$ cat src/rtl/mul_sigcalc_iter_if.sv
`default_nettype none
// +----------------------------------------------------------------------------+
// | mul_sigcalc_iter_if                                                        |
// | Operand/result handshake bundle for the iterative significand multiplier.  |
// | Rev 1.0                                                                    |
// +----------------------------------------------------------------------------+
interface mul_sigcalc_iter_if #(
    parameter int sig_width = 23
);
    logic                 in_valid;
    logic                 in_ready;
    logic [sig_width:0]   x;
    logic [sig_width:0]   y;
    logic                 out_valid;
    logic                 out_ready;
    logic [sig_width:0]   product;
    logic                 guard_bit;
    logic                 round_bit;
    logic                 sticky_bit;
    logic                 count;

    modport master (
        output in_valid, x, y, out_ready,
        input  in_ready, out_valid, product, guard_bit, round_bit, sticky_bit, count
    );

    modport slave (
        input  in_valid, x, y, out_ready,
        output in_ready, out_valid, product, guard_bit, round_bit, sticky_bit, count
    );
endinterface
`default_nettype wire

$ cat src/rtl/mul_sigcalc_iter.sv
`default_nettype none
// +----------------------------------------------------------------------------+
// | mul_sigcalc_iter                                                           |
// | Iterative radix-4 Booth significand multiplier with normalized G/R/S out.  |
// | Optional macro MUL_SIGCALC_OUTREG_EN adds one output register stage.       |
// | Rev 1.0                                                                    |
// +----------------------------------------------------------------------------+
module mul_sigcalc_iter #(
    parameter int sig_width = 23
) (
    input  wire logic            clk,
    input  wire logic            resetn,
    input  wire logic            enable,
    mul_sigcalc_iter_if.slave    bus
);
    localparam int c_N     = sig_width + 1;
    localparam int c_STEPS = (sig_width + 1) / 2 + 1;
    localparam int c_AW    = 2 * c_N + 2;
    localparam int c_IW    = $clog2(c_STEPS);

    typedef enum logic [1:0] {
        S_IDLE = 2'd0,
        S_RUN  = 2'd1,
        S_DONE = 2'd2
    } state_t;

    state_t            r_state;
    state_t            w_state_next;
    logic [c_AW-1:0]   r_acc;
    logic [c_AW-1:0]   r_xs;
    logic [c_N-1:0]    r_y;
    logic [c_IW-1:0]   r_i;
    logic [c_N-1:0]    r_prod;
    logic              r_guard;
    logic              r_round;
    logic              r_sticky;
    logic              r_count;

    logic              w_in_ready;
    logic              w_accept;
    logic              w_last;
    logic              w_retire;
    logic              w_out_valid;
    logic [c_N+2:0]    w_yext;
    logic [c_IW:0]     w_idx;
    logic [2:0]        w_win;
    logic [c_AW-1:0]   w_pp;
    logic [c_AW-1:0]   w_acc_next;
    logic [2*c_N-1:0]  w_p;
    logic [c_N-1:0]    w_prod;
    logic              w_guard;
    logic              w_round;
    logic              w_sticky;
    logic              w_count;

    assign w_in_ready = enable & resetn & (r_state == S_IDLE);
    assign w_accept   = w_in_ready & bus.in_valid;
    assign w_last     = (r_state == S_RUN) && (r_i == c_IW'(c_STEPS - 1));

    // Booth window {y[2i+1], y[2i], y[2i-1]} with y[-1] and y[>=N] reading 0
    assign w_yext = {2'b00, r_y, 1'b0};
    assign w_idx  = {r_i, 1'b0};
    assign w_win  = w_yext[w_idx +: 3];

    // r_xs already carries the 2i weight, so each digit adds at a fixed position
    always_comb begin
        w_pp = '0;
        case (w_win)
            3'b001, 3'b010: w_pp = r_xs;
            3'b011:         w_pp = r_xs << 1;
            3'b100:         w_pp = -(r_xs << 1);
            3'b101, 3'b110: w_pp = -r_xs;
            default:        w_pp = '0;
        endcase
    end

    assign w_acc_next = r_acc + w_pp;
    assign w_p        = w_acc_next[2*c_N-1:0];

    always_comb begin
        w_count  = w_p[2*c_N-1];
        w_prod   = w_p[2*c_N-2 -: c_N];
        w_guard  = w_p[c_N-2];
        w_round  = w_p[c_N-3];
        w_sticky = |w_p[c_N-4:0];
        if (w_count) begin
            w_prod   = w_p[2*c_N-1 -: c_N];
            w_guard  = w_p[c_N-1];
            w_round  = w_p[c_N-2];
            w_sticky = |w_p[c_N-3:0];
        end
    end

    always_ff @(posedge clk or negedge resetn) begin
        if (!resetn) begin
            r_state <= S_IDLE;
        end else begin
            r_state <= w_state_next;
        end
    end

    always_comb begin
        w_state_next = r_state;
        case (r_state)
            S_IDLE:  if (w_accept)          w_state_next = S_RUN;
            S_RUN:   if (enable && w_last)  w_state_next = S_DONE;
            S_DONE:  if (w_retire)          w_state_next = S_IDLE;
            default:                        w_state_next = S_IDLE;
        endcase
    end

    always_ff @(posedge clk or negedge resetn) begin
        if (!resetn) begin
            r_acc    <= '0;
            r_xs     <= '0;
            r_y      <= '0;
            r_i      <= '0;
            r_prod   <= '0;
            r_guard  <= 1'b0;
            r_round  <= 1'b0;
            r_sticky <= 1'b0;
            r_count  <= 1'b0;
        end else if (enable) begin
            case (r_state)
                S_IDLE: begin
                    if (w_accept) begin
                        r_xs  <= {{(c_AW-c_N){1'b0}}, bus.x};
                        r_y   <= bus.y;
                        r_acc <= '0;
                        r_i   <= '0;
                    end
                end
                S_RUN: begin
                    r_acc <= w_acc_next;
                    r_xs  <= r_xs << 2;
                    r_i   <= r_i + c_IW'(1);
                    if (w_last) begin
                        r_prod   <= w_prod;
                        r_guard  <= w_guard;
                        r_round  <= w_round;
                        r_sticky <= w_sticky;
                        r_count  <= w_count;
                    end
                end
                default: ;
            endcase
        end
    end

`ifdef MUL_SIGCALC_OUTREG_EN
    logic           r_ov;
    logic [c_N-1:0] r_oprod;
    logic           r_oguard;
    logic           r_oround;
    logic           r_osticky;
    logic           r_ocount;

    // Load once on entering DONE; the FSM waits in DONE until this stage is retired
    always_ff @(posedge clk or negedge resetn) begin
        if (!resetn) begin
            r_ov      <= 1'b0;
            r_oprod   <= '0;
            r_oguard  <= 1'b0;
            r_oround  <= 1'b0;
            r_osticky <= 1'b0;
            r_ocount  <= 1'b0;
        end else if (enable) begin
            if ((r_state == S_DONE) && !r_ov) begin
                r_ov      <= 1'b1;
                r_oprod   <= r_prod;
                r_oguard  <= r_guard;
                r_oround  <= r_round;
                r_osticky <= r_sticky;
                r_ocount  <= r_count;
            end else if (w_retire) begin
                r_ov <= 1'b0;
            end
        end
    end

    assign w_out_valid    = r_ov;
    assign bus.product    = r_oprod;
    assign bus.guard_bit  = r_oguard;
    assign bus.round_bit  = r_oround;
    assign bus.sticky_bit = r_osticky;
    assign bus.count      = r_ocount;
`else
    assign w_out_valid    = (r_state == S_DONE);
    assign bus.product    = r_prod;
    assign bus.guard_bit  = r_guard;
    assign bus.round_bit  = r_round;
    assign bus.sticky_bit = r_sticky;
    assign bus.count      = r_count;
`endif

    assign w_retire      = w_out_valid & bus.out_ready & enable;
    assign bus.out_valid = w_out_valid;
    assign bus.in_ready  = w_in_ready;

    // The exact product of two N-bit operands never reaches bit 2N
    a_acc_in_range: assert property (@(posedge clk) disable iff (!resetn)
        (r_state == S_DONE) |-> (r_acc[c_AW-1:2*c_N] == '0));

endmodule
`default_nettype wire

$ cat src/flat_wrapper.sv
// flat-port wrapper written by rule: the top's interface ports become plain ports
module mul_sigcalc_iter_flat 
#(
    parameter int sig_width = 23
)
  (clk, resetn, enable, bus_in_valid, bus_x, bus_y, bus_out_ready, bus_in_ready, bus_out_valid, bus_product, bus_guard_bit, bus_round_bit, bus_sticky_bit, bus_count);
  mul_sigcalc_iter_if #(.sig_width(sig_width)) bus_i ();
  input  wire logic clk;
  input  wire logic resetn;
  input  wire logic enable;
  input wire logic [$bits(bus_i.in_valid)-1:0] bus_in_valid;
  input wire logic [$bits(bus_i.x)-1:0] bus_x;
  input wire logic [$bits(bus_i.y)-1:0] bus_y;
  input wire logic [$bits(bus_i.out_ready)-1:0] bus_out_ready;
  output wire logic [$bits(bus_i.in_ready)-1:0] bus_in_ready;
  output wire logic [$bits(bus_i.out_valid)-1:0] bus_out_valid;
  output wire logic [$bits(bus_i.product)-1:0] bus_product;
  output wire logic [$bits(bus_i.guard_bit)-1:0] bus_guard_bit;
  output wire logic [$bits(bus_i.round_bit)-1:0] bus_round_bit;
  output wire logic [$bits(bus_i.sticky_bit)-1:0] bus_sticky_bit;
  output wire logic [$bits(bus_i.count)-1:0] bus_count;
  assign bus_i.in_valid = bus_in_valid;
  assign bus_i.x = bus_x;
  assign bus_i.y = bus_y;
  assign bus_i.out_ready = bus_out_ready;
  assign bus_in_ready = bus_i.in_ready;
  assign bus_out_valid = bus_i.out_valid;
  assign bus_product = bus_i.product;
  assign bus_guard_bit = bus_i.guard_bit;
  assign bus_round_bit = bus_i.round_bit;
  assign bus_sticky_bit = bus_i.sticky_bit;
  assign bus_count = bus_i.count;
  mul_sigcalc_iter #(.sig_width(sig_width)) u_core (.clk(clk), .resetn(resetn), .enable(enable), .bus(bus_i));
endmodule
$ cat config.mk
export PLATFORM = sky130hd
export DESIGN_NAME = mul_sigcalc_iter_flat
export DESIGN_NICKNAME = d
export VERILOG_FILES = /design/src/rtl/mul_sigcalc_iter_if.sv /design/src/rtl/mul_sigcalc_iter.sv /design/src/flat_wrapper.sv
export SDC_FILE = /design/constraint.sdc
export NUM_CORES = 1
export LEC_CHECK = 0
export ABC_AREA = 1
export BUFFER_PORTS_ARGS = -buffer_cell sky130_fd_sc_hd__buf_2
export CAP_MARGIN = 5
export CORE_UTILIZATION = 60
export CTS_BUF_LIST = sky130_fd_sc_hd__clkbuf_16
export CTS_CLUSTER_DIAMETER = 200
export DETAILED_ROUTE_END_ITERATION = 16
export HOLD_SLACK_MARGIN = 0.15
export PLACE_DENSITY = 0.78
export SLEW_MARGIN = 20
export SYNTH_ARGS = -nofsm -noshare
export SYNTH_HDL_FRONTEND = slang
export SYNTH_SLANG_ARGS = --single-unit
export TNS_END_PERCENT = 10
$ cat constraint.sdc
create_clock -name clk -period 6.2 [get_ports clk]
set_input_delay 0.93 -clock clk [delete_from_list [all_inputs] [get_ports clk]]
set_output_delay 0.93 -clock clk [all_outputs]
set_load 0.01 [all_outputs]
Yosys cells after proc, flatten, opt, wreduce, memory -nomap -nowiden
Cells that the tools add are included.
- add/subtract/negate cells: 4
- muxes and demuxes: 15
- bitwise logic cells: 5
- reduce and logical (&&, ||, !) cells: 12
- equality and inequality tests: 12
- shift operators: 1
- operators by type and width (operator ; number):
    $pmux 50 s2 ; 2
    $pmux 50 s4 ; 1
    $mux 50 ; 2
    $neg 50->50 ; 2
    $add 50x50->50 ; 1
    $shiftx 27x6->3 ; 1
    $mux 24 ; 1
    $reduce_or 22->1 ; 1
    $reduce_or 21->1 ; 1
    $reduce_and 3->1 ; 4
    $eq 3x3->1 const B ; 3
    $pmux 4 s2 ; 1
    $eq 3x2->1 const B ; 2
    $mux 2 ; 3
    $pmux 2 s3 ; 1
    $and 1x1->1 ; 5
    $add 4x1->4 const B ; 1
    $eq 4x4->1 const B ; 1
    $mux 4 ; 1
    $ne 2x1->1 const B ; 2
    $reduce_or 2->1 ; 2
    $eq 3x1->1 const B ; 1
    $mux 1 ; 3
    $eq 2x1->1 const B ; 1
    5 further kinds ; 6
- word-level logic and storage cells: 59
- flip-flop bits (word level): 158
- input bits: 53
- output and inout bits: 30

Longest topological paths before layout
Gate-level depths: netlist of the first run.
- depth after elaboration: 7
- gate-level depth with buffers: 32
- gate-level depth less buffers: 29

Least setup slack after synthesis of the first run
OpenSTA, ideal clock, no wires.
- path kind: flip-flop to flip-flop
- start point: register u_core.r_i[0]
- end point: register u_core.r_prod[11], in the netlist u_core.bus.product[11]
- clock period less this slack: 3767 ps
- library setup time: 122 ps
- path buffers: 3
- cell stages (with the launch flop): 31
- slack: 2433 ps
- data arrival time: 3644 ps
- required time: 6078 ps
- cells stage by stage: dfrtp_1 -> inv_2 -> buf_6 -> nor2_1 -> o21ai_1 -> nand2_1 -> nand2_2 -> nand2_2 -> inv_1 -> nor2_1 -> nand2_2 -> inv_1 -> buf_2 -> a221o_1 -> ha_1 -> nand2_1 -> nor2_1 -> inv_1 -> o21ai_2 -> nand3_1 -> nand2_1 -> nand3_1 -> nand2_2 -> nand2_1 -> nand2_1 -> inv_1 -> nand3_2 -> nand2_4 -> buf_4 -> nand3_1 -> nand3_2
- longest elaborated chain between the ends: 6
- elaborated cells on any way between the ends: 15
- those cells by class: 1 x add/sub; 7 x eq/ne; 1 x shift; 2 x mux; 4 x reduce/logical
- RTL lines (item ; line ; RTL):
    from (decl) ; mul_sigcalc_iter.sv:32 ; logic [c_IW-1:0] r_i;
    from (signal assigned) ; mul_sigcalc_iter.sv:136 ; r_i <= r_i + c_IW'(1);
    $shiftx 27x6->3 ; mul_sigcalc_iter.sv:63 ; assign w_win = w_yext[w_idx +: 3];
    $eq 3x3->1 (tied with other cells) ; mul_sigcalc_iter.sv:68 ; case (w_win)
    $reduce_or 2->1 ; mul_sigcalc_iter.sv:68 ;
    $pmux 50 s4 ; mul_sigcalc_iter.sv:68 ;
    $add 50x50->50 ; mul_sigcalc_iter.sv:77 ; assign w_acc_next = r_acc + w_pp;
    $mux 24 ; mul_sigcalc_iter.sv:86 ; if (w_count) begin
    to (signal assigned) ; mul_sigcalc_iter.sv:138 ; r_prod <= w_prod;
    to (decl) ; mul_sigcalc_iter.sv:33 ; logic [c_N-1:0] r_prod;
Several ways; a longest one is shown, not always the timed one.
A chain may end at the register's enable or synchronous reset.

Worst setup path in the final report of the first run
- start point: register u_core.r_i[0]
- end point: register u_core.r_prod[20], in the netlist u_core.bus.product[20]
The elaborated chain is that of the path after synthesis.

==> results of run 1 <==
## cell type report
| cell class | instances | area (sq um) | share of cell area (%) |
|---|---|---|---|
| Tap cell | 260 | 325.3 | 2.529 |
| Multi-Input combinational cell | 1245 | 7018 | 54.55 |
| Sequential cell | 154 | 3854 | 29.96 |
| Inverter | 158 | 593.1 | 4.610 |
| Timing Repair Buffer | 93 | 499.2 | 3.881 |
| Clock buffer | 17 | 425.4 | 3.307 |
| Clock inverter | 15 | 150.1 | 1.167 |
## stage by stage
| step | hold WS [ns] | worst slack, ns | area, sq um |
|---|---|---|---|
| 4_1_cts | 0.4032 | 0.8409 | 12860 |
| 3_3_place_gp | 0.4616 | 0.7494 | 12290 |
| 2_1_floorplan | 0.4495 | 2.433 | 11760 |
| 3_5_place_dp | 0.4707 | 0.8522 | 12290 |
| 5_1_grt | 0.4199 | 0.1270 | 12860 |
| 6_report | 0.3914 | 0.6598 | 12860 |
## worst max-delay path by stage
stage / start / end / slack, ns / depth (start not counted)
6_report: u_core.r_i[0] / u_core.bus.product[20] / 0.66 / 24
5_1_grt: u_core.r_i[0] / u_core.bus.product[21] / 0.13 / 22
4_1_cts: u_core.r_i[0] / u_core.bus.product[20] / 0.84 / 22
3_5_place_dp: u_core.r_i[0] / u_core.bus.product[20] / 0.85 / 22
3_3_place_gp: u_core.r_i[0] / u_core.bus.product[20] / 0.75 / 22
2_1_floorplan: u_core.r_i[0] / u_core.bus.product[11] / 2.43 / 30
## sequential cells by signal (all words and copies together) (netlist names)
signal / flops
u_core.bus.product: 24
u_core.bus.guard_bit: 1
u_core.r_y: 24
u_core.r_i: 4
u_core.bus.count: 1
u_core.r_state: 2
u_core.bus.round_bit: 1
u_core.bus.sticky_bit: 1
u_core.r_xs: 48
u_core.r_acc: 48
## cell usage in the layout (no fill, tap or decap), types with 42 or more instances in the layout
cell type    n
nor2_1     163
inv_1      153
o22ai_1     42
o21ai_0    130
a21oi_1     80
nand3_1    118
dfrtp_1    154
xor2_1      73
nand2_1    347
ha_1        50
buf_2       81
## synthesized netlist by cell type, types with 5 or more instances
cell,instances,share of area (%)
o22ai_1,42,2.2
o21ai_0,130,5.5
o221ai_1,12,0.89
a21o_1,10,0.64
o21ai_1,8,0.34
buf_2,17,0.72
nand3_1,118,5.0
o21bai_1,9,0.57
inv_2,6,0.19
a22oi_1,14,0.89
nand4_1,16,0.85
nor2_1,164,5.2
a21oi_1,80,3.4
clkbuf_1,38,1.2
xor2_1,73,5.4
a31oi_1,12,0.64
o2111ai_1,8,0.60
nand2_2,7,0.37
dfrtp_1,154,33
a22o_1,23,1.7
nor4_1,5,0.27
inv_1,152,4.9
nand2_1,348,11
nor3_1,18,0.77
ha_1,50,5.3
nand2_4,5,0.48
nand3_2,30,2.6
nor2_2,6,0.32
xnor2_1,11,0.82
a221oi_1,9,0.67
## logic make-up after synthesis
family | after synthesis | share of synthesized area [%]
flops | 154 | 32.77
buf+inv | 220 | 7.587
fa+ha+maj | 51 | 5.491
xor+xnor | 84 | 6.257
compound gates | 380 | 19.75
simple gates | 730 | 28.14
## layer usage
layer  up-vias  share of wire (%)  track usage [%]
met4         0                5.7            20.49
met5         -                  0                0
met2       497                 48            63.83
met3       137                5.7            5.114
met1      5497                 40            45.34
li1       5640                  -                -
## worst reg2reg max path: cells and delay by family (launching register included)
family	cells	cell delay [ns]
and+or+nand+nor	12	2.06
buffers and inverters	4	1.09
adders and majority gates	1	0.42
AOI/OAI and AO/OA	6	0.79
xor gates and xnor gates	1	0.35
DFF	1	0.75
==> reports/results.ini, run 1 <==
[setup_path]
critical_path.top_delay_family = simple AND/OR/NAND/NOR gates
critPathArrivalTime_ns = 5.92
cp-end-kind = register
startpoint_type = register
cp_cell_sequence = inv_2 > o21ai_1 > o21ai_1 > nand2_1 > nand2_2 > nand2_2 > nor2_2 > buf_4 > inv_1 > buf_4 > o22ai_1 > a21oi_1 > o21ai_0 > ha_1 > nand2_1 > nor2_1 > nand2_1 > nor4_1 > nand3_1 > nand3_1 > a21oi_1 > xor2_1 > nand3_1 > nand3_1
rr_worst_depth = 24
r2r_end = u_core.bus.product[20]
rrSetupSlack_ns = 0.66
cpMaxStageDelayCell = dfrtp_1
cpMostUsedCell = nand3_1
critPathRequiredTime_ns = 6.57
critical_path_class = reg -> reg
r2r_start = u_core.r_i[0]
path_max_fanout = 22
path_buf_inv = 4
critPathMaxStageDelay_ns = 0.75

[sta]
hold_viol = 0
setup_viol = 0
fin_crit_sh_pct = 89.36
drv_slew = 0
rsz0062_at_grt = false
setup_tns_ns = 0
min_period_ns = 5.540
worst_clock_skew_ns = 0.01044
fmax_ghz = 0.1805
max_slew.worst_pin.slew_ns = 0.9884
relSlewSlack_pct = 34.10

[clock_network]
ctsHoldBuffers = 0
cts_root_buffer = clkbuf_16
htree_num_levels = 4
cts_setup_buffers = 0
clock_path_buffers = 2
postCtsResizedCells = 0
cts_tree = built
cts_sinks = 154
numCtsBuffers = 17
clkTransAtPathRegs_ns = 0.07
clkLatencyLatePin_ns = 0.44

[drt]
first_pass_iters = 6
drt_wl_total_um = 36320
viasPerCell = 6.061
drtAntennaViolNets = 0
avgRoutedWirePerCell_um = 18.70
remaining_drc_errors = 0
via_count = 11770
drtIter0Drc = 1040

[floorplanning]
die_h_um = 142.0
ios = 83
die-area_sq_um = 20160
die_x_um = 142.0
initial_core_util_pct = 62.03
rows = 50
core_sq_um = 18960

[synthesis]
ys_seq_area_share_pct = 32.77
synthCells = 1619
synth_nets = 1723
synth_flop_cell = dfrtp_1
synth_edf_count = 0
syn_area_sq_um = 11760
ys_ff_latch = 154
async_flop_share_pct = 100.0
yosys_warnings = 0
ys_types = 54
avgSynthCellArea_sq_um = 7.263

[finish]
area_growth_pct = 9.406
drive_gt1_share_pct = 11.36
fillCellCount = 1668
layout.cells.non_filler = 1942
n_antenna_cell = 0
nNetsFinal = 1773
post-route-util_pct = 67.87

[grt]
grt_pass1_vias = 11200
grt-ovfl-total = 0
grt_pass1_wl_um = 58510
grt_antenna_before_repair = 0
grt_max_degree = 67
track_usage_pct = 37.27

[placement]
dp_cells = 1910
hpwl_um = 27010
portBuffers = 82
gp_congestion = 1.022

[min_path]
hold_class = in -> async

[status]
status = completed

[job]
cap_violations = 0

Power of run 1 is not shown: default switching activity piles up to over one toggle a cycle in this logic, so the estimate is an artifact.
==> run 2, diff against run 1 <==
--- a/config.mk
+++ b/config.mk
@@ -8,12 +8,12 @@
 export ABC_AREA = 1
 export BUFFER_PORTS_ARGS = -buffer_cell sky130_fd_sc_hd__buf_2
 export CAP_MARGIN = 5
-export CORE_UTILIZATION = 60
+export CORE_UTILIZATION = 25
 export CTS_BUF_LIST = sky130_fd_sc_hd__clkbuf_16
 export CTS_CLUSTER_DIAMETER = 200
 export DETAILED_ROUTE_END_ITERATION = 16
 export HOLD_SLACK_MARGIN = 0.15
-export PLACE_DENSITY = 0.78
+export PLACE_DENSITY = 0.39
 export SLEW_MARGIN = 20
 export SYNTH_ARGS = -nofsm -noshare
 export SYNTH_HDL_FRONTEND = slang
==> reports/results.ini, run 2 (synthesis results as in run 1) <==
[status]
status = completed  ; unchanged

[drt]
drtIter0Drc = 981  ; was 1040
drtAntennaViolNets = 0  ; unchanged
drt_wl_total_um = 42030  ; was 36320 um
remaining_drc_errors = 0  ; unchanged
viasPerCell = 5.011  ; was 6.061
via_count = 11530  ; was 11770
first_pass_iters = 5  ; was 6
avgRoutedWirePerCell_um = 18.27  ; was 18.70 um

[clock_network]
htree_num_levels = 4  ; unchanged
clkTransAtPathRegs_ns = 0.07  ; about the same
ctsHoldBuffers = 0  ; unchanged
cts_sinks = 154  ; unchanged
postCtsResizedCells = 0  ; unchanged
numCtsBuffers = 17  ; unchanged
clock_path_buffers = 2  ; unchanged
cts_tree = built  ; unchanged
cts_root_buffer = clkbuf_16  ; unchanged
cts_setup_buffers = 0  ; unchanged
clkLatencyLatePin_ns = 0.50  ; was 0.44 ns

[setup_path]
critPathRequiredTime_ns = 6.63  ; was 6.57 ns
path_buf_inv = 5  ; was 4
cp-end-kind = register  ; unchanged
rrSetupSlack_ns = 0.76  ; was 0.66 ns
cpMaxStageDelayCell = dfrtp_1  ; unchanged
critical_path.top_delay_family = simple AND/OR/NAND/NOR gates  ; unchanged
path_max_fanout = 22  ; unchanged
critPathMaxStageDelay_ns = 0.75  ; about the same
cpMostUsedCell = nand3_1  ; unchanged
startpoint_type = register  ; unchanged
critPathArrivalTime_ns = 5.87  ; was 5.92 ns
critical_path_class = reg -> reg  ; unchanged

[grt]
grt-ovfl-total = 0  ; unchanged
track_usage_pct = 18.28  ; was 37.27%
grt_max_degree = 65  ; was 67
grt_pass1_vias = 11190  ; was 11200
grt_antenna_before_repair = 3  ; was 0
grt_pass1_wl_um = 66120  ; was 58510 um

[sta]
hold_viol = 0  ; unchanged
setup_tns_ns = 0  ; unchanged
max_slew.worst_pin.slew_ns = 0.8000  ; was 0.9884 ns
setup_viol = 0  ; unchanged
fin_crit_sh_pct = 87.81  ; was 89.36%
fin_hold_ws_ns = 0.3688  ; was 0.3914 ns
drv_slew = 0  ; unchanged
worst_clock_skew_ns = 0.01466  ; was 0.01044 ns
relSlewSlack_pct = 46.67  ; was 34.10%
fmax_ghz = 0.1837  ; was 0.1805 GHz
rsz0062_at_grt = false  ; unchanged
min_period_ns = 5.444  ; was 5.540 ns

[finish]
nNetsFinal = 1783  ; was 1773
layout_commonest_cell = nand2_1  ; unchanged
drive_gt1_share_pct = 12.12  ; was 11.36%
area_growth_pct = 14.07  ; was 9.406%
postLayoutCellArea_sq_um = 13410  ; was 12860 sq um
layout_common_cells = nand2_1, nor2_1, dfrtp_1, inv_1, o21ai_0  ; unchanged
reg.largest.list = u_core.r_acc (48), u_core.r_xs (48)  ; unchanged

[floorplanning]
initial_core_util_pct = 25.31  ; was 62.03%
ios = 83  ; unchanged
die-area_sq_um = 47910  ; was 20160 sq um
die_h_um = 218.9  ; was 142.0 um
rows = 79  ; was 50
die_x_um = 218.9  ; was 142.0 um
core_sq_um = 46460  ; was 18960 sq um

[min_path]
hold_class = in -> async  ; unchanged

[placement]
gp_congestion = 0.9090  ; was 1.022
place_area_sq_um = 12800  ; was 12290 sq um
portBuffers = 82  ; unchanged
hpwl_um = 31960  ; was 27010 um

[job]
cap_violations = 0  ; unchanged

[run 2: routing by layer]
| metal | global-route usage (%) | wire (um) |
|---|---|---|
| met5 | 0 | 14 |
| met4 | 6.644 | 1029 |
| met3 | 3.410 | 1704 |
| met2 | 27.23 | 18180 |
| met1 | 26.03 | 21100 |
[run 2: worst paths after layout]
kind,startpoint,endpoint,depth (start not counted)
min in group clk,u_core.bus.count,u_core.bus.count,2
min reg2reg,u_core.bus.count,u_core.bus.count,2
max in group asynchronous,resetn,u_core.r_xs[0],2
min,resetn,u_core.bus.guard_bit,1
max,u_core.r_i[0],u_core.bus.product[11],26
max reg2reg,u_core.r_i[0],u_core.bus.product[11],26
[run 2: area by class of cell]
type,instances,area [sq um]
fillers,5102,33040
multi-input cells,1245,7023
clock buffers,17,425.4
diodes,1,2.502
well taps,607,759.5
inverters,158,593.1
clock inverters,15,181.4
flip-flops and latches,154,3854
repair buffers,103,574.3
[run 2: per-stage QoR]
| stage | cells | util, % | worst slack (ns) |
|---|---|---|---|
| 4_1_cts | 2299 | 28.87 | 0.7013 |
| 3_5_place_dp | 2267 | 27.56 | 0.7291 |
| 6_report | 2300 | 28.87 | 0.7556 |
| 2_1_floorplan | 1619 | - | 2.433 |
| 5_1_grt | 2299 | 28.87 | 0.1858 |
| 3_3_place_gp | 2267 | 27.56 | 0.7477 |
Power of run 2 is left out for the same reason.
